$ cat src/rtl/servo_pwm_driver.sv
// Frame-synchronous pan/tilt servo PWM generator driven by level commands from the AHB servo registers.
// Optional SERVO_SOFT_HOME_EN makes the HOME mode slew to centre instead of jumping there.
module servo_pwm_driver #(
    parameter int PRESCALE  = 50,
    parameter int PERIOD_US = 20000,
    parameter int MIN_US    = 500,
    parameter int MAX_US    = 2500,
    parameter int CENTER_US = 1500,
    parameter int STEP_US   = 10
) (
    input  logic        HCLK,
    input  logic        HRESETn,
    input  logic        Servo_up,
    input  logic        Servo_down,
    input  logic        Servo_left,
    input  logic        Servo_right,
    input  logic        Servo_rst,
    input  logic        Servo_track_en,
    input  logic        trk_valid,
    input  logic [11:0] trk_pan_us,
    input  logic [11:0] trk_tilt_us,
    output logic        pwm_pan,
    output logic        pwm_tilt,
    output logic [11:0] pan_us,
    output logic [11:0] tilt_us,
    output logic        frame_start,
    output logic [1:0]  mode_dbg
);

    localparam int PW = (PRESCALE > 1) ? $clog2(PRESCALE) : 1;
    localparam logic [PW-1:0] PRE_LAST = PW'(PRESCALE - 1);
    localparam logic [15:0]   FC_LAST  = 16'(PERIOD_US - 1);

    localparam logic [11:0] CENTER_P = 12'(CENTER_US);
    localparam logic [11:0] MIN_P    = 12'(MIN_US);
    localparam logic [11:0] MAX_P    = 12'(MAX_US);

    localparam logic signed [12:0] STEP_S = 13'(STEP_US);
    localparam logic signed [12:0] MIN_S  = 13'(MIN_US);
    localparam logic signed [12:0] MAX_S  = 13'(MAX_US);

    localparam logic [1:0] MODE_MANUAL = 2'd0;
    localparam logic [1:0] MODE_TRACK  = 2'd1;
    localparam logic [1:0] MODE_HOME   = 2'd2;

    logic [PW-1:0] pre;
    logic [15:0]   fc;
    logic          started;
    logic          us_tick;
    logic          fc_wrap;

    logic [11:0]   wpan;
    logic [11:0]   wtilt;
    logic [11:0]   tgt_pan;
    logic [11:0]   tgt_tilt;
    logic [1:0]    mode;
    logic [1:0]    mode_nxt;
    logic [11:0]   pan_nxt;
    logic [11:0]   tilt_nxt;

    function automatic logic [11:0] clamp_pos(input logic signed [12:0] v);
        if (v < MIN_S)
            return MIN_P;
        else if (v > MAX_S)
            return MAX_P;
        else
            return v[11:0];
    endfunction

    function automatic logic [11:0] clamp_tgt(input logic [11:0] v);
        if (v < MIN_P)
            return MIN_P;
        else if (v > MAX_P)
            return MAX_P;
        else
            return v;
    endfunction

    // Move toward tgt by at most STEP_US; the limited delta can never overshoot.
    function automatic logic [11:0] step_toward(input logic [11:0] pos, input logic [11:0] tgt);
        logic signed [12:0] d;
        d = $signed({1'b0, tgt}) - $signed({1'b0, pos});
        if (d > STEP_S)
            d = STEP_S;
        else if (d < -STEP_S)
            d = -STEP_S;
        return clamp_pos($signed({1'b0, pos}) + d);
    endfunction

    function automatic logic [11:0] manual_step(input logic [11:0] pos, input logic inc,
                                                input logic dec);
        logic signed [12:0] d;
        d = '0;
        if (inc && !dec)
            d = STEP_S;
        else if (dec && !inc)
            d = -STEP_S;
        return clamp_pos($signed({1'b0, pos}) + d);
    endfunction

    assign us_tick  = (pre == PRE_LAST);
    assign fc_wrap  = us_tick && (fc == FC_LAST);
    assign mode_dbg = mode;

    // frame_start is registered: it is high during the first HCLK of the frame (fc == 0).
    always_ff @(posedge HCLK or negedge HRESETn) begin
        if (!HRESETn) begin
            pre         <= '0;
            fc          <= '0;
            started     <= 1'b0;
            frame_start <= 1'b0;
        end else begin
            pre <= us_tick ? '0 : pre + 1'b1;
            if (us_tick)
                fc <= fc_wrap ? '0 : fc + 16'd1;
            started     <= 1'b1;
            frame_start <= fc_wrap || !started;
        end
    end

    // trk_valid is a single-cycle strobe with no back-pressure; targets are stored pre-clamped.
    always_ff @(posedge HCLK or negedge HRESETn) begin
        if (!HRESETn) begin
            tgt_pan  <= CENTER_P;
            tgt_tilt <= CENTER_P;
        end else if (trk_valid) begin
            tgt_pan  <= clamp_tgt(trk_pan_us);
            tgt_tilt <= clamp_tgt(trk_tilt_us);
        end
    end

    always_comb begin
        mode_nxt = mode;
        pan_nxt  = pan_us;
        tilt_nxt = tilt_us;
        if (Servo_rst)
            mode_nxt = MODE_HOME;
        else if ((mode == MODE_HOME) && !((pan_us == CENTER_P) && (tilt_us == CENTER_P)))
            mode_nxt = MODE_HOME;
        else if (Servo_track_en)
            mode_nxt = MODE_TRACK;
        else
            mode_nxt = MODE_MANUAL;

        case (mode_nxt)
            MODE_HOME: begin
`ifdef SERVO_SOFT_HOME_EN
                pan_nxt  = step_toward(pan_us, CENTER_P);
                tilt_nxt = step_toward(tilt_us, CENTER_P);
`else
                pan_nxt  = CENTER_P;
                tilt_nxt = CENTER_P;
`endif
            end
            MODE_TRACK: begin
                pan_nxt  = step_toward(pan_us, tgt_pan);
                tilt_nxt = step_toward(tilt_us, tgt_tilt);
            end
            default: begin
                pan_nxt  = manual_step(pan_us, Servo_right, Servo_left);
                tilt_nxt = manual_step(tilt_us, Servo_up, Servo_down);
            end
        endcase
    end

    // Shadow widths are latched before the position update, so a new position shows one frame later.
    always_ff @(posedge HCLK or negedge HRESETn) begin
        if (!HRESETn) begin
            mode     <= MODE_MANUAL;
            pan_us   <= CENTER_P;
            tilt_us  <= CENTER_P;
            wpan     <= CENTER_P;
            wtilt    <= CENTER_P;
            pwm_pan  <= 1'b0;
            pwm_tilt <= 1'b0;
        end else begin
            pwm_pan  <= (fc < {4'b0, wpan});
            pwm_tilt <= (fc < {4'b0, wtilt});
            if (frame_start) begin
                wpan    <= pan_us;
                wtilt   <= tilt_us;
                pan_us  <= pan_nxt;
                tilt_us <= tilt_nxt;
                mode    <= mode_nxt;
            end
        end
    end

endmodule

$ cat config.mk
export PLATFORM = sky130hd
export DESIGN_NAME = servo_pwm_driver
export DESIGN_NICKNAME = d
export VERILOG_FILES = /design/src/rtl/servo_pwm_driver.sv
export SDC_FILE = /design/constraint.sdc
export NUM_CORES = 1
export LEC_CHECK = 0
export CORE_UTILIZATION = 30
export DETAILED_ROUTE_END_ITERATION = 7
export PLACE_DENSITY = 0.46
export RECOVER_POWER = 25
export REMOVE_ABC_BUFFERS = 1
export SYNTH_ARGS = -nofsm -noshare
export SYNTH_HDL_FRONTEND = slang
export SYNTH_SLANG_ARGS = --single-unit
$ cat constraint.sdc
create_clock -name HCLK -period 14.3 [get_ports HCLK]
set_clock_uncertainty 0.15 [all_clocks]
set_input_delay 2.86 -clock HCLK [delete_from_list [all_inputs] [get_ports HCLK]]
set_output_delay 2.86 -clock HCLK [all_outputs]
set_load 0.005 [all_outputs]
==> flow_summary.toml, run 1 <==
[global_route]
grt_max_degree = 72
grt_overflow = 0
grt_usage_pct = 17.8
grt_pass1_vias = 8095
grt_first_pass_wirelength_mm = 44.0
grt_antenna_before_repair = 0

[drt]
ant_nets = 0
firstDrtPassIters = 5
drtIter0Drc = 417
wl_per_cell_um = 17.1
wirelength_met1_mm = 13.6
wl_met3_um = 893
drc = 0
routed.top_layer = "met4"
vias = 8462
drt-total-wl_mm = 27.3
drt-vias-per-instance = 5.32
met2_length_mm = 12.4

[logic_synthesis]
synth_cell_types = 91
synth_most_common_cell = "inv_1"
syn_inst = 1145
netlist_area_mm2 = 0.00938
synth_top_area_share_pct = 15.5
ys_async_sr_fraction_pct = 100
netlist_top_cells_count = "inv_1, nand2_1, ha_1"
synth_area_leaders = "dfrtp_1, ha_1, dfstp_2"
synth_top_area_cell = "dfrtp_1"
yosysSeqAreaShare_pct = 27.2
ys_warn_count = 0
synth-edff-count = 0
syn_area_per_cell_um2 = 8.19
synth_flop_cell = "dfrtp_1"
synth-seq-cells = 100

[cts]
cts_resized = 0
clk_latency_ps = 360
cts_hold_buf = 0
clockBufferDepth = 2
numCtsBuffers = 9
clk_pin_slew_worst_paths_ps = 80
cts_tree = "built"
post-cts-setup-buffer-count = 0
clock_sinks = 100
root_buffer = "clkbuf_16"
htree_num_levels = 3

[setup_path]
r2r_cells = 25
ff2ff_setup_slack_ps = 7360
worstPathArrival_ps = 7060
max_stage_delay_ps = 640
required_ps = 14420
worstPathMaxFanout = 7
crit_path_start_kind = "flop"
criticalPathCategory = "reg -> reg"
endpoint_kind = "flop"
crit_slowest_cell = "dfstp_2"

[floorplan]
die_h_um = 179
start_util_pct = 30.6
dieWidth_um = 179
io_pins = 62
rows = 64
core_mm2 = 0.0307
die-area_mm2 = 0.0320

[pwr]
power_density_mw_per_mm2 = 179
leakage_nw = 4.55
ir_worst_vdd_v = 0.000114

[sta]
hold_viol = 0
grt_setup_unrepaired = "no"
finalCritPeriodShare_pct = 48.5
tns_ps = 0
slew_viol_final = 127
clock.fmax_mhz = 144
period_needed_ps = 6940
setup-violations-final = 0
maxSlewHeadroom_pct = -109
worst_pin_slew_ps = 3130

[run_status]
outcome = "complete, but fails checks"
failed_checks = "max-capacitance violations, max-slew violations"

[run]
maxCapViolCount = 2

[cells_and_area]
nets = 1332
drive_gt1_share_pct = 7.78
syn2layout_area_growth_pct = 13.5
fillers = 3236
diodes = 0
final_cell_count_no_fill = 1591

[placement]
dp_cells = 1575
place_hpwl_mm = 21.2
routabilityCongestion = 0.805
port_buffers = 61

[min_path]
min_path_type = "reg -> reg"
hold_depth = 1
## cells in the final DEF, fill, tap and decap left out, drive strengths merged, types with 8 or more instances in the layout
| cell | Yosys | final |
|---|---|---|
| a31oi | 14 | 14 |
| a21o | 12 | 12 |
| nand2b | 10 | 10 |
| a21oi | 59 | 59 |
| o21a | 28 | 28 |
| nor2b | 14 | 14 |
| o22a | 8 | 8 |
| xnor2 | 40 | 40 |
| nand3 | 30 | 30 |
| or3 | 15 | 15 |
| o2111ai | 9 | 9 |
| ha | 103 | 103 |
| nand2 | 111 | 111 |
| o211ai | 17 | 17 |
| xor2 | 23 | 23 |
| o22ai | 16 | 16 |
| nor3 | 44 | 44 |
| nor4 | 15 | 15 |
| inv | 112 | 115 |
| o31ai | 12 | 12 |
| clkbuf | 26 | 12 |
| clkdlybuf4s50 | 0 | 60 |
| dfstp | 42 | 42 |
| o21ai | 84 | 84 |
| nor2 | 81 | 81 |
| dfrtp | 58 | 58 |
| a211oi | 13 | 13 |
| nand4 | 11 | 11 |
## path summary, 6_finish.rpt
check	from	end
hold / removal	started	frame_start
hold reg to reg	started	frame_start
setup reg to reg	pan_us[2]	pan_us[3]
min in group asynchronous	HRESETn	started
max in group asynchronous	HRESETn	tgt_tilt[9]
setup / recovery	pan_us[2]	pan_us[3]
## registers in the layout, summed over array words and instances (netlist names), 2 cells and up
signal    count
wpan         12
tilt_us      12
tgt_tilt     12
pan_us       12
mode_dbg      2
wtilt        12
pre           6
fc           16
tgt_pan      12
## logic make-up (layout without fill, tap and decap cells)
logic type / Yosys count / after routing / synth area share [%]
AOI/OAI and AO/OA: 345 / 345 / 25.0
xor gates and xnor gates: 63 / 63 / 5.88
adders and majority gates: 109 / 109 / 15.0
buffers and inverters: 145 / 195 / 6.06
DFF: 100 / 100 / 27.2
muxes: 8 / 8 / 0.934
other: 1 / 1 / 0.0400
and+or+nand+nor: 374 / 374 / 19.8
## worst max-delay path, delay by kind of cell, from the launching register on
kind                       cells  cell delay [ps]
and+or+nand+nor               10             2090
AOI/OAI and AO/OA              8             2310
buffers and inverters          3              320
adders and majority gates      4             1320
DFF                            1              640
## where the power goes
group / internal, mW / total, mW / switching (mW)
logic: 0.507 / 1.28 / 0.777
registers: 0.334 / 0.382 / 0.0486
clock network: 0.120 / 0.241 / 0.120
## through the flow
step | util (%) | hold slack (ps) | area, µm² | worst slack, ps | power (mW)
2_1_floorplan | - | 240 | 9230 | 7760 | 1.32
3_3_place_gp | 33.8 | 244 | 10400 | 7270 | 1.67
3_5_place_dp | 33.8 | 246 | 10400 | 7210 | 1.66
4_1_cts | 34.7 | 258 | 10700 | 7370 | 1.92
5_1_grt | 34.7 | 311 | 10600 | 6920 | 2.09
6_report | 34.7 | 263 | 10600 | 7360 | 1.91
## layer usage
metal,vias to the layer above,track usage (%)
met5,-,0
met4,0,4.31
met3,19,2.84
met2,117,28.0
met1,4044,25.2
li1,4282,-
## area by class of cell
cell class	instances	area, µm²	area share (%)
inverters	113	424	3.99
well taps	396	495	4.66
clock inverters	6	46.3	0.435
multi-input cells	900	6250	58.8
flip-flops and latches	100	2550	24.0
repair buffers	66	638	6.00
clock buffers	10	229	2.15
Power figures use the tool's default switching activity.
==> inputs of run 2 (changes only) <==
PLACE_DENSITY = 0.48   (was 0.46)
clock period = 6 ns   (was 14.3 ns; I/O delays follow)
==> run 2 against run 1 <==
  * Worst hold slack better by 0.82 ps
  * The run still ends with max-capacitance violations, max-slew violations left
  * Critical path depth stayed put
  * Wire length grew 4.9%
  * Design area increased by 8.8%
  * Non-clock buffer count grew 78
  * Sequential power grew 120%
==> flow_summary.toml, run 2 (synthesis results as in run 1) <==
[drt]
drc = 0
drt-vias-per-instance = 5.29
ant_nets = 0
vias = 8827
drtIter0Drc = 550
wl_per_cell_um = 17.1
firstDrtPassIters = 5
drt-total-wl_mm = 28.6

[cells_and_area]
diodes = 0
syn2layout_area_growth_pct = 23.5
drive_gt1_share_pct = 17.2
final_cell_mix = "nand2_1, inv_1, ha_1"
nets = 1410
final_common_cell = "nand2_1"
final_area_mm2 = 0.0116
fillers = 3175
largest_reg_flops = 16
fin_util_pct = 37.8
top_register = "fc"

[floorplan]
core_mm2 = 0.0307
start_util_pct = 30.6
dieWidth_um = 179
io_pins = 62
die-area_mm2 = 0.0320
die_h_um = 179
rows = 64

[setup_path]
crit_path_start_kind = "flop"
ff2ff_setup_slack_ps = 100
endpoint_kind = "flop"
worstPathMaxFanout = 6
worstPathArrival_ps = 6030
max_stage_delay_ps = 540
crit_slowest_cell = "dfstp_2"
r2r_start = "pan_us[2]"
worstSetupStartpoint = "pan_us[2]"
criticalPathCategory = "reg -> reg"
required_ps = 6130
crit_top_cell = "inv_2"

[cts]
clock_sinks = 100
clk_latency_ps = 350
cts_tree = "built"
clockBufferDepth = 2
numCtsBuffers = 9
cts_hold_buf = 0
root_buffer = "clkbuf_16"
htree_num_levels = 3
clk_pin_slew_worst_paths_ps = 80

[run]
maxCapViolCount = 1

[global_route]
grt_usage_pct = 18.1
grt_antenna_before_repair = 0
grt_max_degree = 56
grt_overflow = 0
grt_pass1_vias = 8419
grt_first_pass_wirelength_mm = 45.5

[sta]
maxSlewHeadroom_pct = -25.8
finalCritPeriodShare_pct = 98.4
grt_setup_unrepaired = "yes"
slew_viol_final = 35
period_needed_ps = 5900
hold_viol = 0
clock.fmax_mhz = 169
worst_pin_slew_ps = 1890
setup-violations-final = 0

[pwr]
power.switching_mw = 2.53
p_seq_share_pct = 15.5
leakage_nw = 5.00
p_int_mw = 2.81
pwr-share-clk_pct = 11.7
power_density_mw_per_mm2 = 461
p_comb_share_pct = 72.8
swShare_pct = 47.4
ir_worst_vdd_v = 0.000308

[run_status]
failed_checks = "max-capacitance violations, max-slew violations"
outcome = "complete, but fails checks"

[placement]
routabilityCongestion = 0.896
place_area_mm2 = 0.0109
port_buffers = 61
place_hpwl_mm = 22.1

[min_path]
min_path_type = "reg -> reg"
min_from = "started"
[run 2: repair_timing]
action,4_1_cts,5_1_grt
pin swaps,0,22
buffers inserted,0,12
endpoints found under the hold margin,0,0
endpoints found under the setup margin,12,24
gates resized for setup,3,63
[run 2: layout make-up]
type	instances	area, µm²	area share [%]
sequential	100	2560	22.1
clock buffer	10	239	2.06
inverter	113	424	3.66
clock inverter	6	70.1	0.605
multi-input combinational	900	6590	56.9
timing repair buffer	144	1210	10.5
tap	396	495	4.28
[run 2: final timing paths]
kind | to | depth (start not counted)
max in group asynchronous | mode_dbg[1] | 2
worst min register to register | frame_start | 1
worst min-delay path | frame_start | 1
worst max register to register | pan_us[0] | 25
worst max-delay path | pan_us[0] | 25
min in group asynchronous | pre[1] | 1
[run 2: through the flow]
step	total power, mW	TNS [ps]	instances	hold WS (ps)	setup slack (ps)
after floorplan	3.14	-5720	1113	240	-540
after global placement	4.32	0	1641	240	61.3
after CTS	4.96	-33.5	1657	267	-33.5
final	5.34	0	1669	264	98.5
after detailed placement	4.29	-43.7	1641	247	-38.2
after global routing	5.76	-641	1669	290	-103
[run 2: power groups by stage]
stage                     Sequential (mW)  Combinational (mW)  Clock (mW)
final                               0.828                3.89       0.624
after global routing                0.838                4.26       0.667
after CTS                           0.829                3.49       0.641
after detailed placement            0.840                3.45           0
after global placement              0.838                3.48           0
after floorplan                     0.870                2.27           0
[run 2: worst max-delay path: cells and delay by family (launching register included)]
kind	cells	cell delay [ps]
flip-flops	1	540
adder cells (fa/ha/maj)	4	1090
AO/OA/AOI/OAI	5	1170
multiplexers	1	230
AND/OR/NAND/NOR	11	2380
buffers and inverters	4	270
[run 2: metal layers]
metal	wire length [µm]	part of all wire [%]	global-route usage, %
met5	0	0	0
met4	541	1.9	4.77
met3	712	2.5	1.51
met2	12900	45	29.0
met1	14400	50	26.0
==> inputs of run 3 (changes only) <==
CORE_ASPECT_RATIO = 1.2   (was not set)
HOLD_SLACK_MARGIN = 0.1   (was not set)
PLACE_DENSITY = 0.5   (was 0.48)
==> run 3 against run 2 <==
  * The run still ends with max-capacitance violations, max-slew violations left
  * Maximum frequency rose by 0.70%
  * Power down 3.3%
  * Combinational power shrank 4%
==> flow_summary.toml, run 3 (synthesis results as in run 1) <==
[run_status]
outcome = "complete, but fails checks"
failed_checks = "max-capacitance violations, max-slew violations"

[run]
maxCapViolCount = 1

[cts]
numCtsBuffers = 9
clk_latency_ps = 360
cts_hold_buf = 0
cts_tree = "built"
clockBufferDepth = 2
clock_sinks = 100
clk_pin_slew_worst_paths_ps = 70
htree_num_levels = 3
root_buffer = "clkbuf_16"

[drt]
vias = 8890
firstDrtPassIters = 5
ant_nets = 0
drtIter0Drc = 444
drt-vias-per-instance = 5.34
wl_per_cell_um = 17.2
drc = 0
drt-total-wl_mm = 28.6

[cells_and_area]
largest_reg_flops = 16
syn2layout_area_growth_pct = 22.2
nets = 1405
diodes = 0
final_cell_mix = "inv_1, nand2_1, ha_1"
final_area_mm2 = 0.0115
drive_gt1_share_pct = 16.1
top_register = "fc"

[global_route]
grt_overflow = 0
grt_first_pass_wirelength_mm = 45.2
grt_pass1_vias = 8591
grt_usage_pct = 18.0
grt_max_degree = 68
grt_antenna_before_repair = 0

[placement]
routabilityCongestion = 0.891
port_buffers = 61
place_area_mm2 = 0.0109
place_hpwl_mm = 22.3

[sta]
setup-violations-final = 0
hold_viol = 0
grt_setup_unrepaired = "yes"
clock.fmax_mhz = 171
period_needed_ps = 5860
maxSlewHeadroom_pct = -162
worst_pin_slew_ps = 3930
slew_viol_final = 68
finalCritPeriodShare_pct = 97.7

[pwr]
total_power_mw = 5.17
p_seq_share_pct = 16.0
power.switching_mw = 2.45
swShare_pct = 47.5
p_comb_share_pct = 72.1
leakage_nw = 4.96
p_int_mw = 2.71
pwr-share-clk_pct = 11.8
power_density_mw_per_mm2 = 451
ir_worst_vdd_v = 0.000320

[floorplan]
rows = 70
die_h_um = 196
start_util_pct = 30.6
die-area_mm2 = 0.0320
io_pins = 62
dieWidth_um = 163
core_mm2 = 0.0307

[setup_path]
r2r_cells = 25
worstPathMaxFanout = 7
required_ps = 6130
criticalPathCategory = "reg -> reg"
worstPathArrival_ps = 5990
r2r_start = "pan_us[2]"
r2r-end = "pan_us[3]"
endpoint_kind = "flop"
crit_path_start_kind = "flop"
ff2ff_setup_slack_ps = 140

[min_path]
min_from = "started"
hold_depth = 1
min_path_type = "reg -> reg"
min_to = "frame_start"
-- run 3: cell types whose count changed in the layout (fill, tap and decap cells not counted), moves of 3 or more --
| cell | delta |
|---|---|
| nor3_1 | +5 |
| nor3_2 | -5 |
| clkbuf_1 | -3 |
| inv_1 | +3 |
| inv_2 | -3 |
| inv_6 | -3 |
-- run 3: power by group through the flow --
stage	sequential [mW]	combinational (mW)	clock [mW]
4_1_cts	0.828	3.49	0.626
3_3_place_gp	0.839	3.43	0
3_5_place_dp	0.840	3.43	0
5_1_grt	0.838	4.07	0.652
2_1_floorplan	0.870	2.27	0
6_report	0.829	3.73	0.611
-- run 3: layout make-up --
type                    instances  area (µm²)
fillers                      3191       19200
multi-input cells             900        6500
flip-flops and latches        100        2560
repair buffers                139        1190
well taps                     396         495
inverters                     113         424
clock buffers                  11         243
clock inverters                 5        52.6
-- run 3: repair_timing --
action	CTS	global route
pin swaps	0	15
setup endpoints to repair	9	24
endpoints found under the hold margin	0	0
setup buffers	0	8
resized for setup	5	43
-- run 3: worst max path at each step --
stage                          start         end  slack (ps)  depth (start not counted)
after global placement     pan_us[2]   pan_us[3]          60                         25
final                      pan_us[2]   pan_us[3]         140                         25
after floorplan           tilt_us[2]  tilt_us[4]        -540                         22
after CTS                  pan_us[2]   pan_us[3]          30                         25
after global routing       pan_us[2]   pan_us[3]        -120                         26
after detailed placement  tilt_us[2]  tilt_us[4]         -30                         22
-- run 3: worst max-delay path, stage by stage (launching register included) --
cell,delay (ps)
dfstp_2,530
inv_1,70
ha_4,250
nor2b_1,140
o31a_1,340
or3_4,360
a31oi_4,210
nand3_1,110
nor4_2,160
nand3_1,110
ha_1,310
inv_1,70
and2_1,110
nor2b_1,130
ha_2,190
inv_1,50
fa_1,390
nand2b_4,180
a21oi_4,160
o41ai_2,90
o2bb2ai_1,160
or3_1,400
o311a_1,330
or2_4,270
o32a_1,340
a22oi_2,150
-- run 3: per-stage QoR --
step	hold WS (ps)	setup TNS, ps	cells	worst slack [ps]	util, %
3_3_place_gp	239	0	1640	62.0	35.4
5_1_grt	290	-382	1664	-117	37.4
2_1_floorplan	240	-5720	1113	-540	-
6_report	255	0	1664	139	37.4
4_1_cts	262	0	1656	26.2	36.5
3_5_place_dp	251	-76.0	1640	-29.2	35.4
-- run 3: routing by layer --
layer	GRT usage, %	wire, µm	vias to the layer above
li1	-	-	4414
met1	23.6	13300	4289
met2	30.3	13800	152
met3	1.61	712	35
met4	6.82	790	0
met5	0	0	-
